--- config.mk ---
export PLATFORM = sky130hd
export DESIGN_NAME = fiveadder_operand_loader
export DESIGN_NICKNAME = d
export VERILOG_FILES = /design/src/rtl/fiveadder_operand_loader.sv
export SDC_FILE = /design/constraint.sdc
export NUM_CORES = 1
export LEC_CHECK = 0
export BUFFER_PORTS_ARGS = -buffer_cell sky130_fd_sc_hd__buf_2
export CORE_ASPECT_RATIO = 0.6
export CORE_UTILIZATION = 54
export CTS_CLUSTER_DIAMETER = 100
export DETAILED_ROUTE_END_ITERATION = 16
export PLACE_DENSITY = 0.74
export SLEW_MARGIN = 40
export SYNTH_ARGS = -nofsm -noshare
export SYNTH_HDL_FRONTEND = slang
export SYNTH_SLANG_ARGS = --single-unit
--- constraint.sdc ---
create_clock -name clk -period 2.56 [get_ports clk]
set_clock_uncertainty 0.05 [all_clocks]
set_input_delay 0.256 -clock clk [delete_from_list [all_inputs] [get_ports clk]]
set_output_delay 0.256 -clock clk [all_outputs]
set_load 0.005 [all_outputs]
--- src/rtl/fiveadder_operand_loader.sv ---
// fiveadder_operand_loader: synchronise and debounce operand buttons and commit, capture operands, strobe go/err.
module fiveadder_operand_loader #(
    parameter int DEBOUNCE_CYCLES = 4,
    parameter int CNT_W = 18
) (
    input  logic       clk,
    input  logic       rst_n,
    input  logic       PB1,
    input  logic       PB2,
    input  logic       PB3,
    input  logic       PB4,
    input  logic       ROT_SWITCH,
    input  logic [3:0] t,
    output logic [3:0] op1,
    output logic [3:0] op2,
    output logic [3:0] op3,
    output logic [3:0] op4,
    output logic [3:0] loaded,
    output logic       go,
    output logic       err
);
    typedef enum logic [2:0] {IDLE, LOAD, FULL, ISSUE, HOLD} state_t;
    state_t state, state_nxt;
    logic [4:0] raw, s1, s2, deb, deb_d, rise;
    logic [3:0] t1, t2, rise_pb, loaded_nxt;
    logic [CNT_W-1:0] cnt [5];
    logic [3:0] ops [4];
    logic rise_rot, held;

    assign raw = {ROT_SWITCH, PB4, PB3, PB2, PB1};
    assign rise = deb & ~deb_d;
    assign rise_pb = rise[3:0];
    assign rise_rot = rise[4];
    assign held = state == ISSUE || state == HOLD;
    assign go = state == ISSUE;
    assign err = rise_rot && !(|rise_pb) && (state == IDLE || state == LOAD);
    assign {op4, op3, op2, op1} = {ops[3], ops[2], ops[1], ops[0]};

    always_ff @(posedge clk) begin
        if (!rst_n) begin
            {s1, s2, deb, deb_d} <= '0;
            {t1, t2, loaded} <= '0;
            for (int i = 0; i < 5; i++) cnt[i] <= '0;
            for (int k = 0; k < 4; k++) ops[k] <= '0;
        end else begin
            s1 <= raw;
            s2 <= s1;
            t1 <= t;
            t2 <= t1;
            deb_d <= deb;
            loaded <= loaded_nxt;
            // a state flip needs DEBOUNCE_CYCLES consecutive disagreeing samples
            for (int i = 0; i < 5; i++) begin
                if (s2[i] == deb[i]) cnt[i] <= '0;
                else if (cnt[i] == CNT_W'(DEBOUNCE_CYCLES - 1)) begin
                    deb[i] <= s2[i];
                    cnt[i] <= '0;
                end else cnt[i] <= cnt[i] + CNT_W'(1);
            end
            for (int k = 0; k < 4; k++) if (rise_pb[k]) ops[k] <= t2;
        end
    end

    always_ff @(posedge clk) begin
        if (!rst_n) state <= IDLE;
        else state <= state_nxt;
    end

    // a press after an issue starts a fresh round; a press always wins over a same-cycle commit
    always_comb begin
        loaded_nxt = (held && |rise_pb) ? rise_pb : (loaded | rise_pb);
        state_nxt = |rise_pb ? ((loaded_nxt == 4'hF) ? FULL : LOAD)
                  : rise_rot ? ((state == FULL || held) ? ISSUE : state)
                  : (state == ISSUE) ? HOLD : state;
    end
endmodule

==> flow_metrics.env, run 1 <==
export IMPL_post_cts_buffers=0
export IMPL_status="completed"
export IMPL_synth_area_um2=6860
export IMPL_vias=5045
export IMPL_vdd_drop_max_mv=0.467
export IMPL_ys_warn_count=0
export IMPL_synth_area_leaders="edfxtp_1, dfxtp_1, xor2_1, nor2_1, xnor2_1"
export IMPL_seq_area_frac_synth_pct=56.6
export IMPL_dp_cells=915
export IMPL_period_needed_ps=2150
export IMPL_die_area_um2=13200
export IMPL_relSlewSlack_pct=65.6
export IMPL_hold_class="input pin to register"
export IMPL_setup_worst_path_start="cnt[0][0]"
export IMPL_grt_ovfl_total=0
export IMPL_syn_inst=642
export IMPL_antenna_found_initial=0
export IMPL_start_kind="register"
export IMPL_routed_wirelength_um=13100
export IMPL_netlist_area_leader_share_pct=46.4
export IMPL_port_buffers=32
export IMPL_reg2reg_depth=6
export IMPL_worst_hold_slack_ps=12.1
export IMPL_wl_per_cell_um=13.7
export IMPL_ff_latch_area_um2=3880
export IMPL_fin_cells=954
export IMPL_critPathMaxFanout=18
export IMPL_max_stage_delay_ps=430
export IMPL_synthToLayoutAreaGrowth_pct=20.1
export IMPL_ys_flop_type="edfxtp_1"
export IMPL_nets=792
export IMPL_row_count=31
export IMPL_p_per_area_nw_per_um2=663
export IMPL_min_to="t1[0]"
export IMPL_worstMarginPinSlew_ps=515
export IMPL_p_leak_nw=3.07
export IMPL_yosysUniqueCellTypes=41
export IMPL_clk_latency_ps=420
export IMPL_fillers=922
export IMPL_io_pins=33
export IMPL_clock_path_buffers=2
export IMPL_clock_root_buffer="clkbuf_16"
export IMPL_diodes=0
export IMPL_cts_buffers=17
export IMPL_p_total_mw=5.46
export IMPL_slowest_stage="edfxtp_1"
export IMPL_viasPerCell=5.29
export IMPL_whs_path_depth=2
export IMPL_async_reset_ff_share_pct=0
export IMPL_min_from="t[0]"
export IMPL_place_detailed_hpwl_um=9270
export IMPL_timing_rr_end="cnt[0][3]"
export IMPL_post_route_period_util_pct=84.1
export IMPL_first_iter_violations=382
export IMPL_finalSetupTns_ps=0
export IMPL_synth_seq_cells=141
export IMPL_multi_input_area_um2=3150
export IMPL_die_w_um=148
export IMPL_grt_pass1_vias=4468
export IMPL_synth_avg_cell_area_um2=10.7
export IMPL_grt_setup_unrepaired="no"
export IMPL_critPathBufInv=1
export IMPL_final_setup_viol_count=0
export IMPL_ant_nets=0
export IMPL_dieHeight_um=89.3
export IMPL_grt_max_degree=21
export IMPL_cts_htree_levels=4
export IMPL_final_util_pct=67.4
export IMPL_grt_pass1_wl_um=21200
export IMPL_finalHoldViolCount=0
export IMPL_crit_chain="ha_1, nor4b_1, nand4_1, o211ai_2, buf_4, nor2_1"
export IMPL_cp_arrival_ps=2270
export IMPL_route_detailed_drc=0
export IMPL_cp_end_kind="register"
export IMPL_cts_sinks=141
export IMPL_max_freq_mhz=464
export IMPL_critPathKind="register to register"
export IMPL_rr_startpoint="cnt[0][0]"
export IMPL_critical_path_depth=6
export IMPL_r2r_slack_ps=410
export IMPL_drt_pass1_iterations=5
export IMPL_path_clk_slew_ps=60
export IMPL_drive_above_1_share_pct=10.8
export IMPL_critical_path_top_delay_family="simple AND/OR/NAND/NOR gates"
export IMPL_maxCapViolations=0
export IMPL_synth_edf_count=106
export IMPL_tritoncts="yes"
export IMPL_worstPathRequired_ps=2680
export IMPL_synth_area_leader_cell="edfxtp_1"
export IMPL_slew_violations=0
export IMPL_coreArea_um2=12200
export IMPL_grt_usage_pct=21.1
export IMPL_gp_congestion=0.857
export IMPL_initial_utilization_pct=56.1
## power by group
part           switching [mW]  internal, mW  leakage (nW)
logic                   0.112        0.0786          1.40
clock network           0.997          1.65         0.299
registers              0.0853          2.54          1.38
## repair_timing
action,4_1_cts,5_1_grt
endpoints found under the hold margin,7,0
gates resized for setup,0,0
hold buffers,7,0
## sequential cells by signal (all words and copies together), names as in the netlist
register,flops
t1,4
loaded,4
deb,5
s2,5
state,3
ops,16
deb_d,5
cnt,90
s1,5
t2,4
## metal layers
metal / global-route usage, % / wire length, um
met5: 0 / 0
met1: 29.2 / 6550
met3: 4.85 / 675
met4: 8.72 / 158
met2: 32.6 / 5740
## synth_stat cells (4+ instances only)
cell      count
edfxtp_1    106
nor2_1       80
xor2_1       36
and2_1       35
dfxtp_1      35
a21oi_1      29
o21ai_0      29
nand3_1      28
nand4_1      28
xnor2_1      28
or3_1        27
nand2_1      25
inv_1        22
clkbuf_1     16
nor4_1       16
and3_1       15
nor3_1       15
nor2b_1       8
o21a_1        8
and4_1        7
ha_1          5
nand2b_1      5
nor4b_1       5
o211ai_2      5
buf_2         4
## cell families after synthesis
group / count (synthesis) / share of synthesized area, %
DFF: 141 / 56.6
other: 1 / 0.0547
AOI/OAI and AO/OA: 80 / 7.15
xor gates and xnor gates: 64 / 8.17
adders and majority gates: 5 / 0.912
buffers and inverters: 42 / 2.37
and+or+nand+nor: 309 / 24.7
## worst max-delay path by stage
stage / to / slack, ps
floorplan: cnt[0][10] / 460
global placement: cnt[0][5] / 540
detailed placement: cnt[0][3] / 490
CTS: cnt[0][3] / 440
global route: cnt[0][10] / 260
finish: cnt[0][3] / 410
## layout make-up
class,instances,area share (%)
Clock buffer,17,5.16
Clock inverter,15,2.55
Inverter,22,1.00
Multi-Input combinational cell,548,38.2
Sequential cell,141,47.1
Tap cell,165,2.51
Timing Repair Buffer,46,3.43
## layout by cell type (no fill, tap or decap), drive strengths merged, types with 16 or more instances in the layout
cell,n
nand4,30
xnor2,28
nand3,28
edfxtp,106
conb,90
xor2,36
nand2,25
and2,35
o21ai,29
or3,27
a21oi,29
inv,27
nor4,16
dfxtp,35
buf,39
nor2,80
clkbuf,17
## stage by stage
step | setup WS (ps) | instance area (um^2)
floorplan | 460 | 7190
global placement | 543 | 7530
detailed placement | 487 | 7530
CTS | 436 | 8240
global route | 264 | 8240
finish | 407 | 8240
No activity file was read; power rests on OpenSTA's default activity.
==> run 2: changes to the inputs <==
--- a/config.mk
+++ b/config.mk
@@ -5,12 +5,13 @@
 export SDC_FILE = /design/constraint.sdc
 export NUM_CORES = 1
 export LEC_CHECK = 0
+export ABC_AREA = 1
 export BUFFER_PORTS_ARGS = -buffer_cell sky130_fd_sc_hd__buf_2
 export CORE_ASPECT_RATIO = 0.6
 export CORE_UTILIZATION = 54
 export CTS_CLUSTER_DIAMETER = 100
 export DETAILED_ROUTE_END_ITERATION = 16
-export PLACE_DENSITY = 0.74
+export PLACE_DENSITY = 0.76
 export SLEW_MARGIN = 40
 export SYNTH_ARGS = -nofsm -noshare
 export SYNTH_HDL_FRONTEND = slang
==> constraint.sdc (replaced) <==
create_clock -name clk -period 1.9 [get_ports clk]
set_clock_uncertainty 0.05 [all_clocks]
set_input_delay 0.19 -clock clk [delete_from_list [all_inputs] [get_ports clk]]
set_output_delay 0.19 -clock clk [all_outputs]
set_load 0.005 [all_outputs]
==> run 2 against run 1 <==
Global-route usage is 0.87 points higher. Via count is 10% higher. Area after synthesis is 1.6% higher. Critical path type unchanged. Synthesized cell count is 20% higher. Design area is 8.5% higher. Critical endpoint is now cnt[3][14]. Maximum frequency is 15% higher. Sequential share of layout area is 3.7 points lower.
==> flow_metrics.env, run 2 <==
export IMPL_netlist_area_leader_share_pct=45.7
export IMPL_start_kind="register"
export IMPL_ant_nets=0
export IMPL_cts_buffers=17
export IMPL_yosysMostFrequentCell="nand2_1"
export IMPL_crit_chain="ha_4, nand3_2, nor3_4, nand2_2, nor2_4, nand2_1, o21ai_0, a21oi_1"
export IMPL_wl_per_cell_um=13.0
export IMPL_tritoncts="yes"
export IMPL_clk_latency_ps=420
export IMPL_drive_above_1_share_pct=20.1
export IMPL_largest_registers="cnt x90, ops x16"
export IMPL_p_per_area_nw_per_um2=800
export IMPL_max_freq_mhz=534
export IMPL_synthToLayoutAreaGrowth_pct=28.3
export IMPL_post_route_period_util_pct=98.5
export IMPL_fin_cells=1137
export IMPL_synth_seq_cells=141
export IMPL_grt_pass1_wl_um=22900
export IMPL_dieHeight_um=90.0
export IMPL_vdd_drop_max_mv=0.664
export IMPL_slowest_stage="edfxtp_1"
export IMPL_final_setup_viol_count=0
export IMPL_diodes=0
export IMPL_final_common_cell="nand2_1"
export IMPL_status="completed"
export IMPL_row_count=31
export IMPL_fillers=898
export IMPL_synth_area_leader_cell="edfxtp_1"
export IMPL_async_reset_ff_share_pct=0
export IMPL_drt_pass1_iterations=5
export IMPL_vias=5559
export IMPL_grt_pass1_vias=4800
export IMPL_synth_avg_cell_area_um2=9.05
export IMPL_antenna_found_initial=0
export IMPL_ys_flop_type="edfxtp_1"
export IMPL_gp_congestion=0.842
export IMPL_maxCapViolations=0
export IMPL_place_detailed_hpwl_um=9840
export IMPL_synth_common_cells="nand2_1, nor2_1, inv_1"
export IMPL_final_cell_mix="nand2_1, nor2_1, inv_1"
export IMPL_clock_root_buffer="clkbuf_16"
export IMPL_finalHoldViolCount=0
export IMPL_nets=975
export IMPL_grt_ovfl_total=0
export IMPL_cts_sinks=141
export IMPL_critical_path_top_delay_family="simple AND/OR/NAND/NOR gates"
export IMPL_initial_utilization_pct=56.5
export IMPL_cp_arrival_ps=1990
export IMPL_slew_violations=0
export IMPL_seq_area_frac_synth_pct=55.7
export IMPL_coreArea_um2=12300
export IMPL_worstPathRequired_ps=2020
export IMPL_ys_warn_count=0
export IMPL_grt_usage_pct=22.0
export IMPL_yosysUniqueCellTypes=41
export IMPL_io_pins=33
export IMPL_die_area_um2=13400
export IMPL_critPathBufInv=0
export IMPL_port_buffers=32
export IMPL_path_clk_slew_ps=60
export IMPL_cts_htree_levels=4
export IMPL_critPathKind="register to register"
export IMPL_die_w_um=149
export IMPL_final_util_pct=72.5
export IMPL_route_detailed_drc=0
export IMPL_dp_cells=1078
export IMPL_synth_area_leaders="edfxtp_1, dfxtp_1, nand2_1, nor2_1, inv_1"
export IMPL_grt_max_degree=19
export IMPL_viasPerCell=4.89
export IMPL_syn_inst=770
export IMPL_synth_edf_count=106
export IMPL_hold_class="input pin to register"
export IMPL_routed_wirelength_um=14700
export IMPL_cp_end_kind="register"
export IMPL_p_total_mw=7.15
export IMPL_max_stage_delay_ps=410
export IMPL_first_iter_violations=497
export IMPL_critPathMaxFanout=4
export IMPL_synth_area_um2=6970
export IMPL_p_leak_nw=3.90
export IMPL_grt_setup_unrepaired="yes"
export IMPL_period_needed_ps=1870
export IMPL_largest_reg_flops=90
export IMPL_regMostFlops="cnt"
export IMPL_clock_path_buffers=2
[run 2: area by class of cell]
type	instances	area, um^2	share of cell area [%]
Sequential cell	141	3880	43.4
Clock buffer	28	571	6.38
Clock inverter	4	21.3	0.238
Multi-Input combinational cell	595	3180	35.5
Inverter	114	428	4.79
Timing Repair Buffer	90	654	7.32
Tap cell	165	206	2.31
[run 2: logic make-up (layout without fill, tap and decap cells)]
logic type / count (synthesis) / after routing / synth area share [%]
simple gates: 399 / 399 / 27.3
flops: 141 / 141 / 55.7
buf+inv: 123 / 236 / 6.84
compound gates: 70 / 70 / 5.28
xor+xnor: 31 / 31 / 3.90
fa+ha+maj: 5 / 5 / 0.898
other cells: 1 / 90 / 0.0538
[run 2: timing repair]
action / 4_1_cts / 5_1_grt
hold buffers: 9 / 0
endpoints found under the setup margin: 5 / 51
pin swaps: 1 / 13
setup buffers: 1 / 17
gates resized for setup: 4 / 54
hold endpoints to repair: 9 / 0
[run 2: worst paths after layout]
kind	startpoint	end	slack, ps	cells after the start
setup reg to reg	cnt[3][1]	cnt[3][14]	30	8
setup / recovery	cnt[3][1]	cnt[3][14]	30	8
hold / removal	rst_n	s2[2]	120	3
hold reg to reg	t1[3]	t2[3]	360	2
[run 2: tightest hold or removal path: stages]
cell and delay, ps:
buf_2 220, nand2_1 100, inv_1 30
[run 2: power breakdown]
group	internal (mW)	switching, mW	leakage [nW]	total (mW)
Clock	2.04	1.24	0.296	3.28
Sequential	3.42	0.0964	1.38	3.52
Combinational	0.135	0.217	2.23	0.352
[run 2: routing by layer]
| layer | GRT usage [%] | up-vias | share of wire [%] |
|---|---|---|---|
| met2 | 29.9 | 146 | 43 |
| met5 | 0 | - | 0 |
| met4 | 7.47 | 0 | 1.1 |
| li1 | - | 2833 | - |
| met1 | 34.1 | 2560 | 50 |
| met3 | 4.97 | 20 | 5.5 |
[run 2: through the flow]
stage / setup slack (ps) / hold slack [ps] / setup TNS, ps / instance area (um^2)
detailed placement: 3.42 / 341 / 0 / 7880
finish: 28.5 / 115 / 0 / 8940
floorplan: 126 / 238 / 0 / 7300
global placement: 49.8 / 342 / 0 / 7880
CTS: 5.28 / 101 / 0 / 8580
global route: -71.8 / 120 / -767 / 8940
